==> src/rtl/vga_pattern_gen.sv <==
// VGA test-pattern generator (bars, checker, gradient, bouncing box); button cycles the pattern.
// Latency 2 clocks from pixel/sync inputs to RGB/sync outputs; no backpressure, free-running pixel stream.
module vga_pattern_gen #(
    parameter int H_ACTIVE   = 640,
    parameter int V_ACTIVE   = 480,
    parameter int BOX        = 32,
    parameter int DEB_CYCLES = 250000
) (
    input  logic        clk,
    input  logic        rst,
    input  logic [10:0] h_pixel,
    input  logic [9:0]  v_pixel,
    input  logic        hsync,
    input  logic        vsync,
    input  logic        mode_btn,
    output logic [3:0]  red,
    output logic [3:0]  green,
    output logic [3:0]  blue,
    output logic        hsync_out,
    output logic        vsync_out,
    output logic [1:0]  mode,
    output logic [7:0]  frame_cnt
);

    localparam logic [10:0] H_LIMIT = 11'(H_ACTIVE);
    localparam logic [9:0]  V_LIMIT = 10'(V_ACTIVE);
    localparam logic [10:0] X_MAX   = 11'(H_ACTIVE - BOX);
    localparam logic [9:0]  Y_MAX   = 10'(V_ACTIVE - BOX);
    localparam logic [11:0] BOX_W   = 12'(BOX);
    localparam logic [10:0] BOX_H   = 11'(BOX);
    localparam int          CW      = (DEB_CYCLES > 1) ? $clog2(DEB_CYCLES) : 1;
    localparam logic [CW-1:0] CNT_MAX = CW'(DEB_CYCLES - 1);

    typedef enum logic [1:0] {
        S_IDLE = 2'd0,
        S_WAIT = 2'd1,
        S_HELD = 2'd2
    } state_t;

    logic [10:0]   h_s1;
    logic [9:0]    v_s1;
    logic          act_s1;
    logic          hs_s1;
    logic          vs_s1;

    logic [2:0]    bar;
    logic          in_box;
    logic [3:0]    pix_r;
    logic [3:0]    pix_g;
    logic [3:0]    pix_b;

    logic          frame_tick;
    logic [10:0]   box_x;
    logic [9:0]    box_y;
    logic          dir_x_left;
    logic          dir_y_up;

    logic          btn_meta;
    logic          btn_sync;
    state_t        state;
    state_t        state_nxt;
    logic [CW-1:0] deb_cnt;
    logic [CW-1:0] deb_cnt_nxt;
    logic          mode_inc;

    // Stage 1: capture the pixel coordinate, its visibility and the syncs.
    always_ff @(posedge clk or posedge rst) begin
        if (rst) begin
            h_s1   <= '0;
            v_s1   <= '0;
            act_s1 <= 1'b0;
            hs_s1  <= 1'b1;
            vs_s1  <= 1'b1;
        end else begin
            h_s1   <= h_pixel;
            v_s1   <= v_pixel;
            act_s1 <= (h_pixel < H_LIMIT) && (v_pixel < V_LIMIT);
            hs_s1  <= hsync;
            vs_s1  <= vsync;
        end
    end

    always_comb begin
        bar = 3'd0;
        for (int k = 1; k < 8; k++) begin
            if (h_s1 >= 11'((k * H_ACTIVE) / 8)) begin
                bar = 3'(k);
            end
        end
    end

    assign in_box = (h_s1 >= box_x) && ({1'b0, h_s1} < ({1'b0, box_x} + BOX_W)) &&
                    (v_s1 >= box_y) && ({1'b0, v_s1} < ({1'b0, box_y} + BOX_H));

    // Pattern is chosen with the live mode so a button press shows on the very next pixel.
    always_comb begin
        pix_r = 4'h0;
        pix_g = 4'h0;
        pix_b = 4'h0;
        case (mode)
            2'd0: begin
                pix_r = {4{bar[2]}};
                pix_g = {4{bar[1]}};
                pix_b = {4{bar[0]}};
            end
            2'd1: begin
                if (h_s1[5] ^ v_s1[5]) begin
                    pix_r = 4'hF;
                    pix_g = 4'hF;
                    pix_b = 4'hF;
                end
            end
            2'd2: begin
                pix_r = h_s1[9:6];
                pix_g = v_s1[8:5];
            end
            default: begin
                if (in_box) begin
                    pix_r = 4'hF;
                    pix_g = 4'hF;
                    pix_b = 4'hF;
                end else begin
                    pix_b = 4'h8;
                end
            end
        endcase
        if (!act_s1) begin
            pix_r = 4'h0;
            pix_g = 4'h0;
            pix_b = 4'h0;
        end
    end

    // Stage 2: registered colour with the syncs kept in step.
    always_ff @(posedge clk or posedge rst) begin
        if (rst) begin
            red       <= 4'h0;
            green     <= 4'h0;
            blue      <= 4'h0;
            hsync_out <= 1'b1;
            vsync_out <= 1'b1;
        end else begin
            red       <= pix_r;
            green     <= pix_g;
            blue      <= pix_b;
            hsync_out <= hs_s1;
            vsync_out <= vs_s1;
        end
    end

    // Falling edge of the stage-1 vsync, seen against its stage-2 copy.
    assign frame_tick = vsync_out & ~vs_s1;

    always_ff @(posedge clk or posedge rst) begin
        if (rst) begin
            frame_cnt <= 8'd0;
        end else if (frame_tick) begin
            frame_cnt <= frame_cnt + 8'd1;
        end
    end

    always_ff @(posedge clk or posedge rst) begin
        if (rst) begin
            box_x      <= '0;
            box_y      <= '0;
            dir_x_left <= 1'b0;
            dir_y_up   <= 1'b0;
        end else if (frame_tick) begin
            if (!dir_x_left) begin
                if (box_x == X_MAX) begin
                    dir_x_left <= 1'b1;
                    box_x      <= box_x - 11'd1;
                end else begin
                    box_x <= box_x + 11'd1;
                end
            end else begin
                if (box_x == 11'd0) begin
                    dir_x_left <= 1'b0;
                    box_x      <= 11'd1;
                end else begin
                    box_x <= box_x - 11'd1;
                end
            end
            if (!dir_y_up) begin
                if (box_y == Y_MAX) begin
                    dir_y_up <= 1'b1;
                    box_y    <= box_y - 10'd1;
                end else begin
                    box_y <= box_y + 10'd1;
                end
            end else begin
                if (box_y == 10'd0) begin
                    dir_y_up <= 1'b0;
                    box_y    <= 10'd1;
                end else begin
                    box_y <= box_y - 10'd1;
                end
            end
        end
    end

    always_ff @(posedge clk or posedge rst) begin
        if (rst) begin
            btn_meta <= 1'b0;
            btn_sync <= 1'b0;
        end else begin
            btn_meta <= mode_btn;
            btn_sync <= btn_meta;
        end
    end

    always_ff @(posedge clk or posedge rst) begin
        if (rst) begin
            state   <= S_IDLE;
            deb_cnt <= '0;
        end else begin
            state   <= state_nxt;
            deb_cnt <= deb_cnt_nxt;
        end
    end

    // Debounce: a press must stay high for DEB_CYCLES clocks; HELD blocks auto-repeat.
    always_comb begin
        state_nxt   = state;
        deb_cnt_nxt = deb_cnt;
        mode_inc    = 1'b0;
        case (state)
            S_IDLE: begin
                if (btn_sync) begin
                    state_nxt   = S_WAIT;
                    deb_cnt_nxt = '0;
                end
            end
            S_WAIT: begin
                if (!btn_sync) begin
                    state_nxt   = S_IDLE;
                    deb_cnt_nxt = '0;
                end else if (deb_cnt == CNT_MAX) begin
                    state_nxt = S_HELD;
                    mode_inc  = 1'b1;
                end else begin
                    deb_cnt_nxt = deb_cnt + CW'(1);
                end
            end
            S_HELD: begin
                if (!btn_sync) begin
                    state_nxt = S_IDLE;
                end
            end
            default: begin
                state_nxt   = S_IDLE;
                deb_cnt_nxt = '0;
            end
        endcase
    end

    always_ff @(posedge clk or posedge rst) begin
        if (rst) begin
            mode <= 2'd0;
        end else if (mode_inc) begin
            mode <= mode + 2'd1;
        end
    end

endmodule

==> config.mk <==
export PLATFORM = sky130hd
export DESIGN_NAME = vga_pattern_gen
export DESIGN_NICKNAME = d
export VERILOG_FILES = /design/src/rtl/vga_pattern_gen.sv
export SDC_FILE = /design/constraint.sdc
export NUM_CORES = 1
export LEC_CHECK = 0
export ABC_AREA = 1
export BUFFER_PORTS_ARGS = -buffer_cell sky130_fd_sc_hd__clkbuf_2
export CAP_MARGIN = 0
export CORE_ASPECT_RATIO = 0.8
export CORE_MARGIN = 4
export CORE_UTILIZATION = 59
export DETAILED_ROUTE_END_ITERATION = 12
export PLACE_DENSITY = 0.79
export SLEW_MARGIN = 20
export SYNTH_ARGS = -nofsm -noshare
export SYNTH_HDL_FRONTEND = slang
export SYNTH_SLANG_ARGS = --single-unit
==> constraint.sdc <==
create_clock -name clk -period 3.6 [get_ports clk]
set_clock_uncertainty 0.05 [all_clocks]
set_input_delay 0.54 -clock clk [delete_from_list [all_inputs] [get_ports clk]]
set_output_delay 0.54 -clock clk [all_outputs]
set_load 0.03 [all_outputs]
## Word-level counts from Yosys, hierarchy flattened

Index checks and enable logic that the tools add are counted.

- Equal/unequal tests: 11
- Bitwise operators: 4
- Reduce and logical (&&, ||, !) cells: 10
- $lt $le $gt $ge: 13
- Divide/modulo/power cells: 0
- Mux-type cells: 40
- Add/sub/neg operators: 9
- Multipliers: 0
- Shift-type cells: 0

Operators by type and width:

| kind | count |
|---|---|
| $mux W18 | 3 |
| $pmux W18 S3 | 1 |
| $pmux W4 S3 | 3 |
| $ge A11 B9 Y1 const B | 3 |
| $mux W11 | 3 |
| $mux W10 | 3 |
| $ge A11 B8 Y1 const B | 2 |
| $mux W3 | 7 |
| $mux W4 | 5 |
| $add A18 B1 Y18 const B | 1 |
| $eq A18 B18 Y1 const B | 1 |
| $add A11 B6 Y12 const B | 1 |
| $lt A11 B12 Y1 | 1 |
| $add A10 B6 Y11 const B | 1 |
| $add A11 B1 Y11 const B | 1 |
| $eq A11 B10 Y1 const B | 1 |
| $ge A11 B10 Y1 const B | 1 |
| $ge A11 B11 Y1 | 1 |
| $ge A11 B7 Y1 const B | 1 |
| $logic_not A11 Y1 | 1 |
| $lt A10 B11 Y1 | 1 |
| $lt A11 B10 Y1 const B | 1 |
| $sub A11 B1 Y11 const B | 1 |
| $add A10 B1 Y10 const B | 1 |
| other kinds (20) | 42 |

- Latch bits: 0
- Memories kept: 0
- Bits in registers: 93
- Memory bits (read-only): 0
- Memory bits (writable): 0

## Depth between registers and ports, before layout

Gate-level depths: netlist of the first run.

- Word-level depth: 10
- Mapped depth: 14

## Least setup slack after synthesis of the first run

No wires, ideal clock.

- Path type: reg2reg
- Start point: register box_x[7]
- End point: register blue[2]
- Period minus slack after synthesis: 2.205 ns
- Data arrival time: 2.025 ns
- Slack: 1.395 ns
- Stages on the path, launching flop included: 13
- Required time: 3.420 ns
- Path through: dfrtp_1 inv_2 nor4_1 nand2_1 xor2_1 ha_1 nand3_1 nor2_1 nor2_1 nand3_1 nor2_1 nor2_2 nor2_1

- Cells in the longest elaborated chain, start to end: 8

RTL lines:

| what | line | source |
|---|---|---|
| from (decl) | 53 | `logic [10:0] box_x;` |
| from (signal assigned) | 172 | `box_x <= box_x - 11'd1;` |
| from (signal assigned) | 174 | `box_x <= box_x + 11'd1;` |
| from (signal assigned) | 181 | `box_x <= box_x - 11'd1;` |
| $add A11 B6 Y12 | 92 | `assign in_box = (h_s1 >= box_x) && ({1'b0, h_s1} < ({1'b0, box_x} + BOX_W)) &&` |
| $lt A11 B12 Y1 | 92 |  |
| $logic_and A1 B1 Y1 (*) (2 in series) | 92 |  |
| $logic_and A1 B1 Y1 (*) | 93 | `(v_s1 >= box_y) && ({1'b0, v_s1} < ({1'b0, box_y} + BOX_H));` |
| $mux W3 (*) | 118 | `if (in_box) begin` |
| $pmux W4 S3 (*) | 100 | `case (mode)` |
| $mux W4 (*) | 127 | `if (!act_s1) begin` |
| to (signal assigned) | 145 | `blue <= pix_b;` |
| to (decl) | 18 | `output logic [3:0] blue,` |

Every way passes the cells marked *; elsewhere a longest branch is shown, timed or not.
A chain may end at the register's enable or synchronous reset.

## Worst setup path in the final report of the first run

- Start point: register box_x[8]
- End point: register blue[2]

Same word-level chain as after synthesis.

==> key figures, run 1 <==
Run status
  • Outcome: finished, final reports clean

Floorplan
  • Die Ht: a little under 100 um
  • Die width: approximately 120 um
  • Core Rows: 32
  • I/O Pins: 50
  • Placeable core area: around 9600 um^2
  • Initial Util: 60.6%
  • Die area: between 10000 and 15000 um^2

Synthesis
  • Mean Syn Cell Area: 7.92 um^2
  • Top cells by area, synth: dfrtp_1 37%, ha_1 10%, nand2_1 9.7%, inv_1 5.7%, xor2_1 5.4%
  • Main synth FF type: dfrtp_1
  • Mapped Cells: between 700 and 800
  • Yosys cell types: 46
  • Cell taking the most area after synthesis: dfrtp_1
  • Synthesized cell area: roughly 6000 um^2
  • Yosys warnings: 0
  • Post-Syn Nets: around 800
  • Top cell type's share of synthesized area: between 30% and 40%
  • Post-synthesis sequential area ratio: approximately 40%
  • Seq cells post-synth: 91
  • Async SR Flop Fraction: 100%
  • Post-synth EDFFs: 0

STA
  • Period utilization: 70.4%
  • Slew Viols, Final: 0
  • Setup_tns: 0 ns
  • Final setup fails: 0
  • Fmax: around 390 MHz
  • Tmin final: 2.53 ns
  • Final hold vios: 0
  • Unrepaired setup endpoints after global routing: false
  • Worst slew pin tran: 0.738 ns
  • Rel. slew slack: between 50% and 60%
  • Hold WS: between 0.2 and 0.25 ns

Clock tree
  • Clock root buffer: clkbuf_16
  • Post-cts resize count: 0
  • Reg clk slew, reported paths: about 0.06 ns
  • Clock sink count: 91
  • Inserted Clock Buffers: 9
  • Clk_lat worst skew: 0.34 ns
  • Clk buf depth: 2
  • Postcts setup bufs: 0
  • Cts-stage hold buffer count: 0
  • TritonCTS clock tree: done
  • H-tree levels: 3

Global route
  • First-pass GRT wire length: around 23000 um
  • Number of global-route vias before repair: 4902
  • Initial antenna violation count: 0
  • GRT met3 Usage: around 5.0%
  • Routing usage on met2: a little under two fifths
  • GRT Total Usage: 23.5%
  • Met1 Resource Use GR: a little under a third
  • Grt peak-use layer: met2
  • Largest net degree at the start of global routing: 52
  • Congestion Overflow GR: 0

Route
  • WL final: around 13000 um
  • Final ANT Viol Nets: 0
  • DR WL/cell: 14.2 um
  • DR iter-0 viols: 550
  • Vias: 5168
  • DRC violations left: 0
  • Drt pass-1 iters: 5
  • Via density: roughly 5.5

Placed design
  • Placement Cell Area: roughly 6200 um^2
  • HPWL after DPL: a little under 10000 um
  • Routability cong.: between 0.9 and 1
  • IO Port Bufs: 49

Worst setup path
  • Setup Crit Path Kind: reg -> reg
  • Critical Path Most Common Cell: nor2_1
  • CP arrival: between 2 and 3 ns
  • Data required time of the worst path: around 3.8 ns
  • R2R setup slack: between 1 and 1.5 ns
  • Worst r2r src: box_x[8]
  • Crit path buf inv count: 1
  • Crit-path max FO: 9
  • Reg2reg end: blue[2]
  • Crit path max-delay cell type: dfrtp_1
  • Worst Reg-to-Reg Cells: 12
  • Slowest stage delay, CP: between 0.4 and 0.5 ns
  • CP endpoint kind: register
  • Worst Setup SP: box_x[8]
  • Top Family by Delay on Critical Path: simple AND/OR/NAND/NOR gates
  • Startpoint types: register
  • Worst-path cell chain: inv_1 -> nor4_1 -> nand2_1 -> xor2_1 -> ha_1 -> nand3_1 -> nor2_1 -> nor2_1 -> nand3_1 -> nor2_1 -> nor2_2 -> nor2_1

Layout
  • FILL cells: approximately 810
  • Area grow syn2layout: 11.3%
  • Antenna diode instance count: 0
  • # nets final: approximately 860
  • Share of layout cells above drive strength 1: 13.6%
  • Final Instance Area: between 6000 and 7000 um^2

Pwr
  • Leak: around 0.0032 uW
  • Worst VDD drop: around 0.31 mV
  • Overall power: slightly below 3000 uW
  • Pwr Density: between 400 and 500 nW/um^2

Job
  • Maxcap violations: 0

Hold path
  • Hold Path Class: in -> async
## area by class of cell
type,count,area (um^2),area share [%]
well taps,136,170,2.61
inverters,103,388,5.96
clock inverters,2,12.5,0.192
clock buffers,14,254,3.90
multi-input cells,534,3130,48.0
repair buffers,52,280,4.30
flip-flops and latches,91,2280,35.0
## metal layers
metal / wire (um) / vias to the layer above
met4: 246 / 0
li1: - / 2526
met5: 0 / -
met2: 6220 / 221
met1: 5870 / 2384
met3: 882 / 37
## cell usage in the layout (no fill, tap or decap), drive strengths merged, types with 3 or more instances in the layout
master	n
dfrtp	87
nand4	23
a31oi	5
o211ai	9
nand3b	5
o21ai	49
nand2	156
inv	99
nor3	23
xor2	36
clkbuf	63
a21oi	29
ha	47
xnor2	8
o31ai	4
clkinv	5
nand3	49
nor2	75
buf	3
dfstp	4
## sequential cells by signal (all words and copies together) (netlist names), 2 cells and up
signal and count:
v_s1 10, state 2, h_s1 11, mode 2
red 4, deb_cnt 18, blue 2, box_y 10
frame_cnt 8, green 4, box_x 11
## worst register-to-register path, delay by kind of cell (launching register included)
| family | cells | cell delay [ns] |
|---|---|---|
| flip-flops | 1 | 0.44 |
| AND/OR/NAND/NOR | 9 | 1.30 |
| buffers and inverters | 1 | 0.15 |
| XOR/XNOR | 1 | 0.17 |
| adder cells (fa/ha/maj) | 1 | 0.30 |
## report_power, final
| group | internal, uW | leakage (uW) | total (uW) | switching, uW |
|---|---|---|---|---|
| combinational | 305 | 0.00188 | 848 | 543 |
| sequential | 1130 | 0.00116 | 1260 | 135 |
| clock | 487 | 0.000127 | 865 | 378 |
## cell families (layout without fill, tap and decap cells)
logic type / Yosys count / in the layout / share of synthesized area [%]
flip-flops: 91 / 91 / 39.0
XOR/XNOR: 44 / 44 / 6.59
adder cells (fa/ha/maj): 47 / 47 / 10.0
buffers and inverters: 114 / 171 / 7.63
AND/OR/NAND/NOR: 338 / 338 / 26.1
AO/OA/AOI/OAI: 105 / 105 / 10.6
## cells in the mapped netlist (5+ instances only)
library cell	number
nand4_1	22
inv_1	89
nor3_1	19
o21ai_2	7
clkbuf_1	5
dfrtp_1	87
nand3_1	48
xor2_1	36
nand2_1	152
o211ai_1	9
ha_1	47
xnor2_1	8
nand3b_1	5
inv_2	11
o21ai_0	38
a21oi_1	29
nor2_1	70
## per-stage QoR
stage,worst slack [ns],std cells,util (%)
2_1_floorplan,0.653,739,-
3_3_place_gp,1.20,916,64.7
3_5_place_dp,1.08,916,64.7
4_1_cts,1.07,932,67.5
5_1_grt,0.790,932,67.5
6_report,1.07,932,67.5
## worst max-delay path by stage
stage / slack, ns / end / cells past startpoint
final: 1.07 / blue[2] / 12
after global routing: 0.79 / blue[2] / 12
after CTS: 1.07 / blue[2] / 12
after detailed placement: 1.08 / blue[2] / 12
after global placement: 1.20 / blue[2] / 12
after floorplan: 0.65 / act_s1 / 1
Power figures use the tool's default switching activity.
==> run 2, diff against run 1 <==
Clock period 3.6 ns to 2.5 ns, I/O delays scaled along.
==> key figures, run 2 (synthesis gave the netlist of run 1 again) <==
STA
  • Setup_tns: 0 ns (unchanged)
  • Period utilization: 92.1% (+22 points)
  • Final hold vios: 0 (unchanged)
  • Final setup fails: 0 (unchanged)
  • Fmax: 434 MHz (+10%)
  • Worst slew pin tran: 0.758 ns (+0.0195 ns)
  • Slew Viols, Final: 0 (unchanged)
  • Tmin final: 2.30 ns (-0.230 ns)
  • Rel. slew slack: 49.3% (-1.5 points)
  • Unrepaired setup endpoints after global routing: false
  • Hold WS: 0.0514 ns (-0.175 ns)

Layout
  • Reg with most FFs: deb_cnt
  • # nets final: 871 (+0.81%)
  • Final Instance Area: 6680 um^2 (+2.5%)
  • Biggest regs: deb_cnt: 18 flops, box_x: 11 flops, h_s1: 11 flops
  • Most common cell after layout, fill and taps aside: nand2_1
  • Area grow syn2layout: 14.1%
  • FILL cells: 767 (-4.8%)
  • Most frequent cells in the layout: 152 x nand2_1, 87 x inv_1, 84 x dfrtp_1, 68 x nor2_1, 49 x clkbuf_2
  • Largest register FFs: 18 (unchanged)
  • Share of layout cells above drive strength 1: 15.6% (+2.0 points)
  • Antenna diode instance count: 0 (unchanged)

Floorplan
  • Die width: 119 um (unchanged)
  • Initial Util: 60.6% (unchanged)
  • Die area: 11600 um^2 (unchanged)
  • Placeable core area: 9650 um^2 (unchanged)
  • Core Rows: 32 (unchanged)
  • Die Ht: 97.1 um (unchanged)
  • I/O Pins: 50 (unchanged)

Placed design
  • IO Port Bufs: 49 (unchanged)
  • Placement Cell Area: 6300 um^2 (+0.88%)
  • Routability cong.: 0.942 (about the same)
  • HPWL after DPL: 10300 um (+5.0%)

Pwr
  • Worst VDD drop: 0.398 mV (+30%)
  • Leak: 0.00325 uW (+2.3%)
  • Pwr Density: 696 nW/um^2 (+52%)

Clock tree
  • Inserted Clock Buffers: 9 (unchanged)
  • TritonCTS clock tree: done
  • H-tree levels: 3 (unchanged)
  • Clock sink count: 91 (unchanged)
  • Clock root buffer: clkbuf_16
  • Clk_lat worst skew: 0.35 ns (about the same)
  • Reg clk slew, reported paths: 0.07 ns (about the same)
  • Clk buf depth: 2 (unchanged)

Global route
  • Initial antenna violation count: 0 (unchanged)
  • Number of global-route vias before repair: 5102 (+4.1%)
  • First-pass GRT wire length: 23800 um (+5.6%)
  • Largest net degree at the start of global routing: 41 (-21%)
  • Congestion Overflow GR: 0 (unchanged)
  • GRT Total Usage: 24.8% (+1.3 points)

Worst setup path
  • Startpoint types: register
  • Crit-path max FO: 9 (unchanged)
  • Worst Reg-to-Reg Cells: 12 (unchanged)
  • Setup Crit Path Kind: reg -> reg
  • CP arrival: 2.52 ns (-0.17 ns)
  • Data required time of the worst path: 2.72 ns (-1.04 ns)
  • CP endpoint kind: register

Route
  • DR WL/cell: 14.7 um (+3.7%)
  • Drt pass-1 iters: 6 (+1)
  • DR iter-0 viols: 656 (+19%)
  • Final ANT Viol Nets: 0 (unchanged)
  • DRC violations left: 0 (unchanged)
  • WL final: 13800 um (+4.4%)
  • Via density: 5.62 (+1.3%)
  • Vias: 5275 (+2.1%)

Run status
  • Outcome: finished, final reports clean

Hold path
  • Hold Path Class: in -> reg
  • WHS Path Cells: 1

Job
  • Maxcap violations: 0 (unchanged)
==> run 2: changes by cell type in the layout (fill, tap and decap cells not counted), sizes merged <==
cell,delta
buf,+7
bufinv,+3
inv,+1
clkinvlp,+1
clkbuf,-5
==> run 2: report_power, final <==
group	internal (uW)	switching [uW]	total, uW
sequential	1620	192	1810
combinational	449	794	1240
clock	984	605	1590
total	3050	1590	4640
==> run 2: worst paths after layout <==
path	startpoint	to	slack, ns
worst max-delay path	box_y[5]	blue[2]	0.20
worst min-delay path	vsync	vs_s1	0.05
worst max register to register	box_y[5]	blue[2]	0.20
worst min register to register	btn_meta	btn_sync	0.30
max in group asynchronous	rst	v_s1[4]	1.68
min in group asynchronous	rst	btn_meta	0.07
==> run 2: what timing repair did <==
| action | 4_1_cts | 5_1_grt |
|---|---|---|
| endpoints found under the setup margin | 0 | 9 |
| resized for setup | 0 | 8 |
| hold buffers | 0 | 0 |
| setup buffers | 0 | 0 |
==> run 2: cell type report <==
cell class                      count  area, um^2  area share, %
Tap cell                          136         170           2.55
Clock buffer                        9         225           3.37
Sequential cell                    91        2290           34.2
Inverter                          103         390           5.85
Clock inverter                      7         124           1.86
Timing Repair Buffer               59         333           4.99
Multi-Input combinational cell    534        3150           47.2
==> run 2: through the flow <==
stage	total power, uW	setup WS [ns]	utilization [%]	instances
CTS	4660	0.0240	68.9	939
floorplan	2720	0.295	-	739
detailed placement	3060	0.0526	65.3	923
global placement	2990	0.186	65.3	923
finish	4640	0.197	69.2	939
global route	4930	0.0163	69.2	939
==> run 2: metal layers <==
| layer | GRT usage, % | part of all wire (%) | up-vias | wire length [um] |
|---|---|---|---|---|
| li1 | - | - | 2561 | - |
| met1 | 34.3 | 45 | 2484 | 6200 |
| met2 | 39.4 | 47 | 203 | 6490 |
| met3 | 5.01 | 6.2 | 27 | 854 |
| met4 | 7.75 | 1.8 | 0 | 252 |
| met5 | 0 | 0 | - | 0 |
==> run 2: worst max-delay path, cell delays in order (launching register included) <==
cell and delay (ns):
dfrtp_1 0.49, inv_1 0.16, ha_1 0.31, inv_1 0.04
ha_1 0.30, a21oi_1 0.17, o21a_1 0.14, nor2_1 0.04
nor2_1 0.09, nand3_1 0.09, nor2_2 0.16, nor2_4 0.08
nor2_1 0.11
==> run 3, diff against run 2 <==
Settings changed: HOLD_SLACK_MARGIN from default to 0.08.
==> key figures, run 3 (synthesis gave the netlist of run 1 again) <==
Layout
  • Share of layout cells above drive strength 1: 15.3% (-0.27 points)
  • Area grow syn2layout: 16.5%
  • Most frequent cells in the layout: 152 x nand2_1, 87 x inv_1, 84 x dfrtp_1, 68 x nor2_1, 49 x clkbuf_2
  • Antenna diode instance count: 0 (unchanged)
  • # nets final: 885 (+1.6%)
  • Combined area of the multi-input logic cells: 3150 um^2 (unchanged)
  • Biggest regs: deb_cnt: 18 flops, box_x: 11 flops, h_s1: 11 flops
  • Most common cell after layout, fill and taps aside: nand2_1
  • Finished Layout Cells: 953 (+1.5%)
  • Largest register FFs: 18 (unchanged)
  • Reg with most FFs: deb_cnt
  • FILL cells: 750 (-2.2%)
  • Sequential Area: 2290 um^2 (unchanged)

Worst setup path
  • Crit path max-delay cell type: dfrtp_1
  • CP arrival: 2.53 ns (about the same)
  • Reg2reg end: blue[2]
  • CP endpoint kind: register
  • Worst Reg-to-Reg Cells: 12 (unchanged)
  • Data required time of the worst path: 2.72 ns (about the same)
  • Top Family by Delay on Critical Path: adder cells
  • Startpoint types: register
  • Crit-path max FO: 9 (unchanged)
  • Setup Crit Path Kind: reg -> reg
  • Crit path buf inv count: 2 (unchanged)
  • Slowest stage delay, CP: 0.49 ns (about the same)
  • Worst Setup SP: box_y[5]
  • Worst r2r src: box_y[5]
  • Worst-path cell chain: inv_1 -> ha_1 -> inv_1 -> ha_1 -> a21oi_1 -> o21a_1 -> nor2_1 -> nor2_1 -> nand3_1 -> nor2_2 -> nor2_4 -> nor2_1
  • R2R setup slack: 0.19 ns (about the same)
  • Critical Path Most Common Cell: nor2_1

Route
  • Via density: 5.56 (-1.0%)
  • Drt pass-1 iters: 5 (-1)
  • Vias: 5299 (+0.45%)
  • WL final: 13900 um (+0.96%)
  • DR WL/cell: 14.6 um (-0.53%)
  • DRC violations left: 0 (unchanged)
  • DR iter-0 viols: 513 (-22%)
  • Final ANT Viol Nets: 0 (unchanged)

STA
  • Tmin final: 2.31 ns (+0.00459 ns)
  • Slew Viols, Final: 0 (unchanged)
  • Final setup fails: 0 (unchanged)
  • Fmax: 433 MHz (-0.20%)
  • Final hold vios: 0 (unchanged)
  • Worst slew pin tran: 0.768 ns (+0.0104 ns)
  • Hold WS: 0.0712 ns (+0.0197 ns)
  • Rel. slew slack: 48.6% (-0.70 points)
  • Setup_tns: 0 ns (unchanged)
  • Unrepaired setup endpoints after global routing: false
  • Period utilization: 92.3% (+0.18 points)

Pwr
  • Clk pwr share: 34.1% (about the same)
  • Pwr Density: 685 nW/um^2 (-1.6%)
  • Sequential share of power: 38.8% (-0.2 points)
  • NetSw: 1600 uW (+0.51%)
  • Pint: 3070 uW (+0.48%)
  • Gate power share: 27.0% (+0.2 points)
  • Worst VDD drop: 0.408 mV (+2.5%)
  • Leak: 0.00331 uW (+1.8%)
  • Sw Ratio: 34.2% (about the same)

Floorplan
  • Die area: 11600 um^2 (unchanged)
  • Die Ht: 97.1 um (unchanged)
  • Placeable core area: 9650 um^2 (unchanged)
  • Initial Util: 60.6% (unchanged)
  • Core Rows: 32 (unchanged)
  • I/O Pins: 50 (unchanged)
  • Die width: 119 um (unchanged)

Job
  • Maxcap violations: 0 (unchanged)

Global route
  • Largest net degree at the start of global routing: 41 (unchanged)
  • Congestion Overflow GR: 0 (unchanged)
  • GRT Total Usage: 24.9% (+0.15 points)
  • First-pass GRT wire length: 24000 um (+0.84%)
  • Number of global-route vias before repair: 5177 (+1.5%)
  • Initial antenna violation count: 0 (unchanged)

Clock tree
  • Clk_lat worst skew: 0.35 ns (about the same)
  • TritonCTS clock tree: done
  • Clock sink count: 91 (unchanged)
  • H-tree levels: 3 (unchanged)
  • Reg clk slew, reported paths: 0.06 ns (about the same)
  • Clock root buffer: clkbuf_16
  • Clk buf depth: 2 (unchanged)
  • Inserted Clock Buffers: 9 (unchanged)

Placed design
  • IO Port Bufs: 49 (unchanged)
  • Routability cong.: 0.942 (unchanged)
  • HPWL after DPL: 10300 um (unchanged)
  • Placed insts: 923 (unchanged)

Run status
  • Outcome: finished, final reports clean

Hold path
  • Hold Path Class: in -> async
==> run 3: cell count changes in the layout (fill, tap and decap cells not counted), sizes merged <==
cell / previous run / this run
dlygate4sd3: 0 / 14
==> run 3: area by class of cell <==
type	count	share of cell area, %
repair buffers	73	6.94
flip-flops and latches	91	33.5
clock inverters	7	1.82
multi-input cells	534	46.2
inverters	103	5.73
clock buffers	9	3.30
well taps	136	2.50
==> run 3: per-stage QoR <==
| step | worst slack [ns] | power, uW | utilization (%) | cell area [um^2] |
|---|---|---|---|---|
| global route | 0.0161 | 4950 | 70.6 | 6820 |
| detailed placement | 0.0526 | 3060 | 65.3 | 6300 |
| finish | 0.193 | 4670 | 70.6 | 6820 |
| CTS | 0.0240 | 4670 | 70.0 | 6750 |
| floorplan | 0.295 | 2720 | - | 5860 |
| global placement | 0.186 | 2990 | 65.3 | 6300 |
==> run 3: power groups by stage <==
| stage | clock network (uW) | registers, uW | logic, uW |
|---|---|---|---|
| 4_1_cts | 1620 | 1810 | 1250 |
| 3_5_place_dp | 0 | 1830 | 1220 |
| 6_report | 1590 | 1810 | 1260 |
| 3_3_place_gp | 0 | 1820 | 1170 |
| 5_1_grt | 1690 | 1840 | 1430 |
| 2_1_floorplan | 0 | 1880 | 844 |
==> run 3: timing repair <==
| action | 4_1_cts | 5_1_grt |
|---|---|---|
| endpoints found under the hold margin | 10 | 4 |
| hold buffers | 10 | 4 |
| setup buffers | 0 | 0 |
| setup endpoints to repair | 0 | 9 |
| gates resized for setup | 0 | 8 |
==> run 3: per-layer routing <==
layer | global-route usage [%] | routed length [um]
met5 | 0 | 0
met4 | 8.01 | 207
met3 | 5.06 | 889
met2 | 39.5 | 6630
met1 | 34.5 | 6210
==> run 3: worst max-delay path by stage <==
stage / cells after the start / to
after CTS: 12 / blue[2]
after global routing: 13 / blue[2]
final: 12 / blue[2]
after detailed placement: 12 / blue[2]
after global placement: 12 / blue[2]
after floorplan: 12 / blue[2]
